$ cat src/rtl/id_stage_pipe_if.sv
// ID-stage bundle: the fetch->ID handshake, the writeback port, flush/ex_ready
// from EX, and the registered ID/EX outputs.
//   master : the upstream/downstream environment (fetch, WB, EX)
//   slave  : the decode stage itself
interface id_stage_pipe_if #(
  parameter int WORD      = 64,
  parameter int INSTR_LEN = 32
);
  // fetch -> ID
  logic                 in_valid;
  logic                 in_ready;
  logic [INSTR_LEN-1:0] instruction;
  // writeback
  logic                 wb_en;
  logic [4:0]           wb_reg;
  logic [WORD-1:0]      wb_data;
  // EX control
  logic                 flush;
  logic                 ex_ready;
  // ID/EX outputs
  logic                 out_valid;
  logic [10:0]          opcode;
  logic [4:0]           rd_num;
  logic [4:0]           rn_num;
  logic [4:0]           rm_num;
  logic [WORD-1:0]      read_data1;
  logic [WORD-1:0]      read_data2;
  logic [WORD-1:0]      imm;
  logic                 reg2_loc;
  logic                 uncondbranch;
  logic                 branch;
  logic                 mem_read;
  logic                 mem_to_reg;
  logic                 mem_write;
  logic                 alu_src;
  logic                 reg_write;
  logic [1:0]           alu_op;
  logic                 hazard;

  modport master (
    output in_valid, instruction, wb_en, wb_reg, wb_data, flush, ex_ready,
    input  in_ready, out_valid, opcode, rd_num, rn_num, rm_num,
           read_data1, read_data2, imm, reg2_loc, uncondbranch, branch,
           mem_read, mem_to_reg, mem_write, alu_src, reg_write, alu_op, hazard
  );

  modport slave (
    input  in_valid, instruction, wb_en, wb_reg, wb_data, flush, ex_ready,
    output in_ready, out_valid, opcode, rd_num, rn_num, rm_num,
           read_data1, read_data2, imm, reg2_loc, uncondbranch, branch,
           mem_read, mem_to_reg, mem_write, alu_src, reg_write, alu_op, hazard
  );
endinterface

$ cat src/rtl/id_stage_pipe.sv
// Pipelined LEGv8 decode stage: field parser, control decode, register file
// with same-cycle writeback bypass and hard-zero XZR, sign extension, reg2 mux,
// load-use hazard detection, and a registered ID/EX slot with valid/ready
// handshake and flush.
// Ports:
//   clk   - rising-edge clock
//   rst_n - asynchronous active-low reset
//   bus   - id_stage_pipe_if.slave (fetch handshake, writeback, EX control,
//           ID/EX outputs)
module id_stage_pipe #(
  parameter int WORD      = 64,
  parameter int INSTR_LEN = 32,
  parameter int NUM_REGS  = 32,
  parameter int ZERO_REG  = 31
) (
  input logic          clk,
  input logic          rst_n,
  id_stage_pipe_if.slave bus
);

  localparam int         AW = (NUM_REGS > 1) ? $clog2(NUM_REGS) : 1;
  localparam logic [4:0] ZR = 5'(ZERO_REG);
  localparam logic [5:0] NR = 6'(NUM_REGS);

  typedef struct packed {
    logic       reg2_loc;
    logic       uncondbranch;
    logic       branch;
    logic       mem_read;
    logic       mem_to_reg;
    logic       mem_write;
    logic       alu_src;
    logic       reg_write;
    logic [1:0] alu_op;
  } ctrl_t;

  // ---------------- field parse ----------------
  logic [10:0] opc;
  logic [4:0]  rm, rn, rd, idx2;
  assign opc = bus.instruction[INSTR_LEN-1 -: 11];
  assign rm  = bus.instruction[20:16];
  assign rn  = bus.instruction[9:5];
  assign rd  = bus.instruction[4:0];

  // ---------------- control + immediate ----------------
  ctrl_t           ctrl_d;
  logic [WORD-1:0] imm_d;
  logic            uses2;  // instruction reads the second register port

  // NOTE: every output of a combinational block gets a default first, so no
  // path through the case can leave it unassigned and infer a latch.
  always_comb begin
    ctrl_d = '0;
    imm_d  = '0;
    uses2  = 1'b0;
    casez (opc)
      11'b10001011000, 11'b11001011000, 11'b10001010000, 11'b10101010000: begin
        ctrl_d.reg_write = 1'b1;
        ctrl_d.alu_op    = 2'b10;
        uses2            = 1'b1;
      end
      11'b11111000010: begin  // LDUR
        ctrl_d.alu_src    = 1'b1;
        ctrl_d.mem_read   = 1'b1;
        ctrl_d.mem_to_reg = 1'b1;
        ctrl_d.reg_write  = 1'b1;
        imm_d = {{(WORD-9){bus.instruction[20]}}, bus.instruction[20:12]};
      end
      11'b11111000000: begin  // STUR
        ctrl_d.reg2_loc  = 1'b1;
        ctrl_d.alu_src   = 1'b1;
        ctrl_d.mem_write = 1'b1;
        uses2            = 1'b1;
        imm_d = {{(WORD-9){bus.instruction[20]}}, bus.instruction[20:12]};
      end
      11'b10110100???: begin  // CBZ
        ctrl_d.reg2_loc = 1'b1;
        ctrl_d.branch   = 1'b1;
        ctrl_d.alu_op   = 2'b01;
        uses2           = 1'b1;
        imm_d = {{(WORD-19){bus.instruction[23]}}, bus.instruction[23:5]};
      end
      11'b000101?????: begin  // B
        ctrl_d.uncondbranch = 1'b1;
        imm_d = {{(WORD-26){bus.instruction[25]}}, bus.instruction[25:0]};
      end
      default: ;
    endcase
  end

  assign idx2 = ctrl_d.reg2_loc ? rd : rm;

  // ---------------- register file ----------------
  logic [WORD-1:0] regs_q [NUM_REGS];
  logic            wb_ok;
  logic [WORD-1:0] rdata1, rdata2;

  // Writes to XZR or to indices beyond the file are dropped, and must not be
  // forwarded either.
  assign wb_ok = bus.wb_en && (bus.wb_reg != ZR) && ({1'b0, bus.wb_reg} < NR);

  always_comb begin
    rdata1 = '0;
    rdata2 = '0;
    if (rn != ZR && {1'b0, rn} < NR)
      rdata1 = (wb_ok && bus.wb_reg == rn) ? bus.wb_data : regs_q[rn[AW-1:0]];
    if (idx2 != ZR && {1'b0, idx2} < NR)
      rdata2 = (wb_ok && bus.wb_reg == idx2) ? bus.wb_data : regs_q[idx2[AW-1:0]];
  end

  // NOTE: the register array is cleared on reset because the architecture
  // requires all registers to read zero afterwards; this forces flops rather
  // than a RAM macro, which is fine at 32 entries.
  always_ff @(posedge clk or negedge rst_n) begin
    if (!rst_n) begin
      for (int i = 0; i < NUM_REGS; i++) regs_q[i] <= '0;
    end else if (wb_ok) begin
      regs_q[bus.wb_reg[AW-1:0]] <= bus.wb_data;
    end
  end

  // ---------------- ID/EX slot ----------------
  logic            out_valid_q;
  ctrl_t           ctrl_q;
  logic [10:0]     opcode_q;
  logic [4:0]      rd_q, rn_q, rm_q;
  logic [WORD-1:0] rd1_q, rd2_q, imm_q;
  logic            hazard, load, in_ready, accept;

  // Load-use: the load in ID/EX has not produced its data yet, so an
  // instruction reading its destination must wait one cycle.
  assign hazard = out_valid_q && ctrl_q.mem_read && (rd_q != ZR) && bus.in_valid &&
                  ((rd_q == rn) || (uses2 && rd_q == idx2));
  assign load     = !out_valid_q || bus.ex_ready;
  assign in_ready = load && !hazard && !bus.flush;
  assign accept   = bus.in_valid && in_ready;

  // NOTE: state registers use non-blocking assignments so every flop samples
  // the pre-edge values regardless of statement order.
  always_ff @(posedge clk or negedge rst_n) begin
    if (!rst_n) begin
      out_valid_q <= 1'b0;
      ctrl_q      <= '0;
      opcode_q    <= '0;
      rd_q        <= '0;
      rn_q        <= '0;
      rm_q        <= '0;
      rd1_q       <= '0;
      rd2_q       <= '0;
      imm_q       <= '0;
    end else if (bus.flush) begin
      out_valid_q <= 1'b0;
    end else if (accept) begin
      out_valid_q <= 1'b1;
      ctrl_q      <= ctrl_d;
      opcode_q    <= opc;
      rd_q        <= rd;
      rn_q        <= rn;
      rm_q        <= rm;
      rd1_q       <= rdata1;
      rd2_q       <= rdata2;
      imm_q       <= imm_d;
    end else if (load) begin
      out_valid_q <= 1'b0;  // bubble; data fields keep their last values
    end
  end

  // A bubble must never write, access memory or branch.
  ctrl_t ctrl_o;
  assign ctrl_o = out_valid_q ? ctrl_q : '0;

  assign bus.in_ready     = in_ready;
  assign bus.hazard       = hazard;
  assign bus.out_valid    = out_valid_q;
  assign bus.opcode       = opcode_q;
  assign bus.rd_num       = rd_q;
  assign bus.rn_num       = rn_q;
  assign bus.rm_num       = rm_q;
  assign bus.read_data1   = rd1_q;
  assign bus.read_data2   = rd2_q;
  assign bus.imm          = imm_q;
  assign bus.reg2_loc     = ctrl_o.reg2_loc;
  assign bus.uncondbranch = ctrl_o.uncondbranch;
  assign bus.branch       = ctrl_o.branch;
  assign bus.mem_read     = ctrl_o.mem_read;
  assign bus.mem_to_reg   = ctrl_o.mem_to_reg;
  assign bus.mem_write    = ctrl_o.mem_write;
  assign bus.alu_src      = ctrl_o.alu_src;
  assign bus.reg_write    = ctrl_o.reg_write;
  assign bus.alu_op       = ctrl_o.alu_op;

endmodule

$ cat src/flat_wrapper.sv
// flat-port wrapper written by rule: the top's interface ports become plain ports
module id_stage_pipe_flat 
#(
  parameter int WORD      = 64,
  parameter int INSTR_LEN = 32,
  parameter int NUM_REGS  = 32,
  parameter int ZERO_REG  = 31
)
  (clk, rst_n, bus_in_valid, bus_instruction, bus_wb_en, bus_wb_reg, bus_wb_data, bus_flush, bus_ex_ready, bus_in_ready, bus_out_valid, bus_opcode, bus_rd_num, bus_rn_num, bus_rm_num, bus_read_data1, bus_read_data2, bus_imm, bus_reg2_loc, bus_uncondbranch, bus_branch, bus_mem_read, bus_mem_to_reg, bus_mem_write, bus_alu_src, bus_reg_write, bus_alu_op, bus_hazard);
  id_stage_pipe_if #(.WORD(WORD), .INSTR_LEN(INSTR_LEN)) bus_i ();
  input logic clk;
  input logic rst_n;
  input wire logic [$bits(bus_i.in_valid)-1:0] bus_in_valid;
  input wire logic [$bits(bus_i.instruction)-1:0] bus_instruction;
  input wire logic [$bits(bus_i.wb_en)-1:0] bus_wb_en;
  input wire logic [$bits(bus_i.wb_reg)-1:0] bus_wb_reg;
  input wire logic [$bits(bus_i.wb_data)-1:0] bus_wb_data;
  input wire logic [$bits(bus_i.flush)-1:0] bus_flush;
  input wire logic [$bits(bus_i.ex_ready)-1:0] bus_ex_ready;
  output wire logic [$bits(bus_i.in_ready)-1:0] bus_in_ready;
  output wire logic [$bits(bus_i.out_valid)-1:0] bus_out_valid;
  output wire logic [$bits(bus_i.opcode)-1:0] bus_opcode;
  output wire logic [$bits(bus_i.rd_num)-1:0] bus_rd_num;
  output wire logic [$bits(bus_i.rn_num)-1:0] bus_rn_num;
  output wire logic [$bits(bus_i.rm_num)-1:0] bus_rm_num;
  output wire logic [$bits(bus_i.read_data1)-1:0] bus_read_data1;
  output wire logic [$bits(bus_i.read_data2)-1:0] bus_read_data2;
  output wire logic [$bits(bus_i.imm)-1:0] bus_imm;
  output wire logic [$bits(bus_i.reg2_loc)-1:0] bus_reg2_loc;
  output wire logic [$bits(bus_i.uncondbranch)-1:0] bus_uncondbranch;
  output wire logic [$bits(bus_i.branch)-1:0] bus_branch;
  output wire logic [$bits(bus_i.mem_read)-1:0] bus_mem_read;
  output wire logic [$bits(bus_i.mem_to_reg)-1:0] bus_mem_to_reg;
  output wire logic [$bits(bus_i.mem_write)-1:0] bus_mem_write;
  output wire logic [$bits(bus_i.alu_src)-1:0] bus_alu_src;
  output wire logic [$bits(bus_i.reg_write)-1:0] bus_reg_write;
  output wire logic [$bits(bus_i.alu_op)-1:0] bus_alu_op;
  output wire logic [$bits(bus_i.hazard)-1:0] bus_hazard;
  assign bus_i.in_valid = bus_in_valid;
  assign bus_i.instruction = bus_instruction;
  assign bus_i.wb_en = bus_wb_en;
  assign bus_i.wb_reg = bus_wb_reg;
  assign bus_i.wb_data = bus_wb_data;
  assign bus_i.flush = bus_flush;
  assign bus_i.ex_ready = bus_ex_ready;
  assign bus_in_ready = bus_i.in_ready;
  assign bus_out_valid = bus_i.out_valid;
  assign bus_opcode = bus_i.opcode;
  assign bus_rd_num = bus_i.rd_num;
  assign bus_rn_num = bus_i.rn_num;
  assign bus_rm_num = bus_i.rm_num;
  assign bus_read_data1 = bus_i.read_data1;
  assign bus_read_data2 = bus_i.read_data2;
  assign bus_imm = bus_i.imm;
  assign bus_reg2_loc = bus_i.reg2_loc;
  assign bus_uncondbranch = bus_i.uncondbranch;
  assign bus_branch = bus_i.branch;
  assign bus_mem_read = bus_i.mem_read;
  assign bus_mem_to_reg = bus_i.mem_to_reg;
  assign bus_mem_write = bus_i.mem_write;
  assign bus_alu_src = bus_i.alu_src;
  assign bus_reg_write = bus_i.reg_write;
  assign bus_alu_op = bus_i.alu_op;
  assign bus_hazard = bus_i.hazard;
  id_stage_pipe #(.WORD(WORD), .INSTR_LEN(INSTR_LEN), .NUM_REGS(NUM_REGS), .ZERO_REG(ZERO_REG)) u_core (.clk(clk), .rst_n(rst_n), .bus(bus_i));
endmodule
$ cat config.mk
export PLATFORM = sky130hd
export DESIGN_NAME = id_stage_pipe_flat
export DESIGN_NICKNAME = d
export VERILOG_FILES = /design/src/rtl/id_stage_pipe_if.sv /design/src/rtl/id_stage_pipe.sv /design/src/flat_wrapper.sv
export SDC_FILE = /design/constraint.sdc
export NUM_CORES = 2
export LEC_CHECK = 0
export CELL_PAD_IN_SITES_DETAIL_PLACEMENT = 1
export CELL_PAD_IN_SITES_GLOBAL_PLACEMENT = 1
export CORE_AREA = 2 2 504 506
export CTS_CLUSTER_DIAMETER = 30
export CTS_CLUSTER_SIZE = 28
export DETAILED_ROUTE_END_ITERATION = 8
export DIE_AREA = 0 0 506 508
export PLACE_DENSITY_LB_ADDON = 0.1
export SLEW_MARGIN = 25
export SYNTH_ARGS = -nofsm -noshare
export SYNTH_HDL_FRONTEND = slang
export SYNTH_SLANG_ARGS = --single-unit
$ cat constraint.sdc
create_clock -name clk -period 2.9 [get_ports clk]
set_clock_uncertainty 0.15 [all_clocks]
set_input_delay 0.725 -clock clk [delete_from_list [all_inputs] [get_ports clk]]
set_output_delay 0.725 -clock clk [all_outputs]
set_load 0.02 [all_outputs]
# Word level (Yosys, flattened, before mapping)
# Cells that the tools add are included.
totals:
  register_bits: 2277
  output_inout_bits: 231
  elab_cells: 125
op_classes:
  n_lt_le_gt_ge: 4
  n_eq_ne: 16
  muxes: 28
  bitwise_logic: 4
  reduce_logical: 24
op_table:
  columns: ["operator", "n"]
  rows:
  - ["2048-bit bitwise mux", 1]
  - ["64-bit binary-select mux with 5-bit select", 2]
  - ["64-bit 2-to-1 mux", 9]
  - ["64-bit demux with 5-bit select", 1]
  - ["64-bit case mux with 3 select lines", 1]
  - ["11-bit == test (second input constant)", 6]
  - ["5-bit == test", 4]
  - ["5-bit inequality test (second input constant)", 4]
  - ["6-bit greater-or-equal comparator (second input constant)", 3]
  - ["5-bit inverter with 6-bit output", 3]
  - ["1-bit logical AND", 12]
  - ["1-bit 2-to-1 mux", 10]
  - ["10-bit 2-to-1 mux", 1]
  - ["8-bit == test (second input constant)", 1]
  - ["6-bit by 3-bit == test with 1-bit output (second input constant)", 1]
  - ["6-bit by 1-bit < comparator with 1-bit output (second input constant)", 1]
  - ["6-bit OR reduction", 1]
  - ["5-bit 2-to-1 mux", 1]
  - ["5-bit OR reduction", 1]
  - ["2-bit case mux with 2 select lines", 1]
  - ["2-bit OR reduction", 2]
  - ["4-bit OR reduction", 1]
  - ["1-bit logical NOT", 3]
  - ["3-bit nonzero test", 1]
  - ["other kinds (4)", 5]

# Longest topological paths before layout
depth:
  word_depth: 14
  depth_mapped: 14
  ltp_nobuf: 9

# Worst setup path after synthesis
# OpenSTA, ideal clock, no wires.
synth_timing:
  path_kind: "in2out"
  startpoint: "input bus_instruction[23]"
  endpoint: "output bus_in_ready"
  t_arrival_ps: 2889
  required_time_ps: 2025
  path_slack_ps: -864
  path_stages: 7
  path_buffers: 0
  cell_sequence: "or4b_4 -> o32a_1 -> o221ai_1 -> nand2_1 -> nand2_1 -> a21boi_0 -> nor3b_1"
synth_between:
  elab_chain_cells: 11
  word_cells_on_any_way: 17
synth_rtl:
  columns: ["item", "line_no", "source"]
  rows:
  - ["start: declaration", "flat_wrapper.sv:14", "input wire logic [$bits(bus_i.instruction)-1:0] bus_instruction;"]
  - ["11-bit == test", "id_stage_pipe.sv:56", "casez (opc)"]
  - ["2-bit OR reduction (no line)", null, null]
  - ["1-bit 2-to-1 mux", "id_stage_pipe.sv:56", null]
  - ["5-bit 2-to-1 mux", "id_stage_pipe.sv:91", "assign idx2 = ctrl_d.reg2_loc ? rd : rm;"]
  - ["5-bit == test", "id_stage_pipe.sv:133", "((rd_q == rn) || (uses2 && rd_q == idx2));"]
  - ["1-bit logical AND *", "id_stage_pipe.sv:133", null]
  - ["1-bit logical OR *", "id_stage_pipe.sv:133", null]
  - ["1-bit logical AND *", "id_stage_pipe.sv:132", "assign hazard = out_valid_q && ctrl_q.mem_read && (rd_q != ZR) && bus.in_valid &&"]
  - ["named net bus_hazard", "flat_wrapper.sv:38", "output wire logic [$bits(bus_i.hazard)-1:0] bus_hazard;"]
  - ["1-bit logical NOT *", "id_stage_pipe.sv:135", "assign in_ready = load && !hazard && !bus.flush;"]
  - ["1-bit logical AND * (2 in series)", "id_stage_pipe.sv:135", null]
  - ["end: declaration", "flat_wrapper.sv:20", "output wire logic [$bits(bus_i.in_ready)-1:0] bus_in_ready;"]
# The timed path passes the listed nets; every way through them passes the cells marked *.

# Final worst setup path
layout_timing:
  startpoint: "input bus_instruction[23]"
  endpoint: "register u_core.rd2_q[12] (netlist: u_core.bus.read_data2[12])"
layout_between:
  elab_chain_cells: 13
  word_cells_on_any_way: 28
layout_rtl:
  columns: ["item", "line_no", "source"]
  rows:
  - ["parallel branches: the longest is 13 deep, another holds 64-bit binary-select mux with 5-bit select", null, null]
  - ["end signal: assignment", "id_stage_pipe.sv:161", "rd2_q <= rdata2;"]
  - ["end: declaration", "id_stage_pipe.sv:127", "logic [WORD-1:0] rd1_q, rd2_q, imm_q;"]
# Several ways; the timed one is not identified. The select of a mux whose other input is x is not followed.
# A chain may end at the register's enable or synchronous reset.

==> impl_results.md <==
* EDFF count, synth at 0
* Final worst hold slack at -34.37 ps
* Chip height at 508 um
* Sink Count at roughly 2,200
* Syn Inst Count at 9,490
* Share of post-route cells with drive strength above 1 at 0.4907
* Area post-placement at 135,700 um2
* Endpoint of the worst setup timing path: u_core.bus.read_data2[12]$_DFFE_PN0P_
* H-Tree Depth at 6
* Worst setup path category: input pin to register
* Synth top area cells: sky130_fd_sc_hd__dfrtp_1 47%, sky130_fd_sc_hd__mux2_2 19%, sky130_fd_sc_hd__mux4_2 12%, sky130_fd_sc_hd__nand2_1 4.1%, sky130_fd_sc_hd__clkbuf_1 2.7%
* Initial antenna violation count at 20
* Worst Max-Slew Pin Slew at 984.7 ps
* Crit-path max FO at 16
* Via density per instance at slightly below 7
* Final hold vios at 1
* Capturing point of the worst reg2reg path: u_core.bus.read_data2[1]$_DFFE_PN0P_
* Final non-filler cell area at between 150,000 and 200,000 um2
* Maximum clock insertion buffer count at 4
* Setup violation total in the final timing report at 87
* Yosys top cell by area: sky130_fd_sc_hd__dfrtp_1
* Die W at ~500 um
* DRC errors left at 0
* Worst r2r src: u_core.bus.rd_num[0]$_DFFE_PN0P_
* Setup slack on the worst flop-to-flop path at -90 ps
* TritonCTS clock tree: built
* Setup tns final at -40,200 ps
* Detailed Route WL at ~530,000 um
* Worst setup slack after layout at -717.9 ps
* Total GRT Usage at 0.3931
* Post-Route Utilization at 0.6404
* Count of hold buffers inserted by post-cts repair at 2
* Total leakage power at a little over 0.07 uW
* Total CTS buffers at roughly 560
* Detailed-route via count at between 90,000 and 100k
* Depth of the most critical reg-to-reg path at 14
* Minimum period implied by the final worst setup slack at between 3000 and 4000 ps
* Vias in the first global route at roughly 100k
* Total I/O pin count at between 300 and 400
* Detailed Route Iter0 Violations at approximately 11,000
* Status: finished, violations left
* Maximum capacitance violations at 0
* Max-slew headroom at the worst pin at 0.3436
* Worst endpoint required time at around 3600 ps
* Most frequent cells after synthesis: 2,238 x sky130_fd_sc_hd__dfrtp_1, 2,015 x sky130_fd_sc_hd__mux2_2, 1,294 x sky130_fd_sc_hd__nand2_1
* Post-synthesis area per instance at about 12 um2
* Peak VDD IR at ~600 uV
* Proportion of register bits with asynchronous set or reset after synthesis at 1.000
* Global-route wire length before repair at about 750,000 um
* Power density normalized to cell area at about 820 nW/um2
* Clock root buffer: sky130_fd_sc_hd__clkbuf_16
* Post-detail-place hpwl at about 310,000 um
* # rows at approximately 190
* Routability Congestion at 0.9106
* Synth Net Count at about 9,600
* Register clock-pin slew on the reported worst setup and hold paths at roughly 50 ps
* Share of synthesized area occupied by flip-flops and latches at 0.4747
* CP Launch Type: input pin
* Setup repair after global routing missed its margin: yes
* Crit. Startpoint: bus_instruction[23]
* Post-synthesis cell type count at 67
* Crit end category: register
* Worst hold path type: input pin to register
* Clock insertion delay at the later pin of the skew report at between 900 and 1000 ps
* Pin count of the biggest net entering global routing at roughly 150
* Highest achievable clock rate at around 280 MHz
* Starting density of the core at 0.4676
* Routed wire per std cell at ~36 um
* Total overflow reported by the global router at 0
* Total iterations of the first detailed-routing run at 8
* Data arrival at the endpoint of the critical path at 4300 ps
* Register bit total from synthesis at about 2,200
* Most common cell in the synthesized netlist: sky130_fd_sc_hd__dfrtp_1
* Core area at between 200,000 and 300,000 um2
* Final #Nets at between 10,000 and 15,000
* Warnings, synthesis at 0
* Fin. max-slew vios at 0
* Residual antenna-violating net count after detailed routing at 0
* Area share of the largest cell type after synthesis at 0.4747
* Main synth FF type: sky130_fd_sc_hd__dfrtp_1
* Die area at ~260,000 um2
* Port-buffer cells at about 340
* Fin crit share at 1.248
* Area of the mapped netlist at 118,000 um2
* Failing checks: hold timing, setup timing
* Post-synthesis to final-layout area growth at 36.97%
## sequential cells by signal (all words and copies together) (netlist names)
name                   count
u_core.bus.out_valid       1
u_core.bus.read_data1     64
u_core.bus.rd_num          5
u_core.bus.imm            26
u_core.bus.read_data2     64
u_core.bus.rm_num          5
u_core.bus.opcode         11
u_core.bus.rn_num          5
u_core.ctrl_q              9
u_core.regs_q           2048
## timing repair
action	4_1_cts	5_1_grt
setup buffers	125	67
gates resized for setup	423	338
cloned	30	24
endpoints found under the hold margin	390	1
pin swaps	112	134
endpoints found under the setup margin	275	174
## worst min path at each step
stage | start | end | slack (ps) | cells after the start
final | bus_instruction[27] | u_core.bus.opcode[6]$_DFFE_PN0P_ | -30 | 2
after global routing | bus_instruction[27] | u_core.bus.opcode[6]$_DFFE_PN0P_ | -20 | 2
after CTS | bus_instruction[27] | u_core.bus.opcode[6]$_DFFE_PN0P_ | -90 | 2
after detailed placement | u_core.regs_q[16]$_DFFE_PN0P_ | u_core.regs_q[16]$_DFFE_PN0P_ | 240 | 0
after global placement | u_core.regs_q[22]$_DFFE_PN0P_ | u_core.regs_q[22]$_DFFE_PN0P_ | 230 | 0
after floorplan | rst_n | u_core.bus.imm[0]$_DFFE_PN0P_ | 280 | 0
## kinds of logic (layout without fill, tap and decap cells)
group / Yosys count / count (layout) / share of synthesized area
other: 0 / 10 / 0
AOI/OAI and AO/OA: 1146 / 1146 / 0.07010
DFF: 2238 / 2238 / 0.4747
xor gates and xnor gates: 19 / 19 / 0.001411
muxes: 2918 / 2918 / 0.3370
buffers and inverters: 1088 / 2693 / 0.03766
and+or+nand+nor: 2081 / 2083 / 0.07912
## report_power, final
group | internal [uW] | switching (uW)
combinational | 12500 | 11100
clock | 45000 | 20800
sequential | 37400 | 5760
## stage by stage
| stage | cells | worst slack [ps] | power (uW) |
|---|---|---|---|
| after global placement | 13219 | -1968 | 63080 |
| after detailed placement | 13219 | -2049 | 64290 |
| after global routing | 14465 | -756.6 | 136300 |
| final | 14473 | -717.9 | 132500 |
| after floorplan | 9490 | -684.7 | 54620 |
| after CTS | 14384 | -686.6 | 131200 |
## critical path, cell delays in order
cell,delay [ps]
sky130_fd_sc_hd__buf_6,90
sky130_fd_sc_hd__or4b_4,570
sky130_fd_sc_hd__o32a_4,370
sky130_fd_sc_hd__buf_4,160
sky130_fd_sc_hd__buf_4,130
sky130_fd_sc_hd__o21ai_2,140
sky130_fd_sc_hd__buf_6,140
sky130_fd_sc_hd__and2_4,150
sky130_fd_sc_hd__buf_4,110
sky130_fd_sc_hd__buf_12,150
sky130_fd_sc_hd__buf_16,230
sky130_fd_sc_hd__buf_4,190
sky130_fd_sc_hd__a211oi_4,50
sky130_fd_sc_hd__a31oi_2,270
sky130_fd_sc_hd__o2111ai_2,150
sky130_fd_sc_hd__a2111oi_2,480
sky130_fd_sc_hd__a211o_1,180
## layout make-up
type                    instances  area, um2
fillers                     23269      90730
multi-input cells            6166      60520
flip-flops and latches       2238      56010
repair buffers               1674      21040
clock buffers                 724      15720
well taps                    3366       4212
clock inverters               290       4034
diodes                         10      25.02
inverters                       5      18.77
## layout by cell type (no fill, tap or decap), drive strengths merged, types with 108 or more instances in the layout
| cell type | instances |
|---|---|
| nand2 | 1299 |
| clkbuf | 748 |
| dfrtp | 2238 |
| o21ai | 164 |
| buf | 1316 |
| clkinv | 125 |
| mux4 | 641 |
| mux2 | 2015 |
| a31oi | 138 |
| clkdlybuf4s50 | 257 |
| nand3 | 179 |
| a311oi | 153 |
| a32oi | 148 |
| mux2i | 262 |
| and3 | 342 |
| a211oi | 286 |
| nor2 | 108 |
## routing by layer
| layer | vias up | track usage | routed length [um] |
|---|---|---|---|
| met2 | 6109 | 0.6064 | 239200 |
| met5 | - | 0 | 117 |
| li1 | 38025 | - | - |
| met3 | 1864 | 0.08563 | 49080 |
| met4 | 18 | 0.2318 | 35710 |
| met1 | 52404 | 0.5116 | 201600 |
No activity file was read; power rests on OpenSTA's default activity.
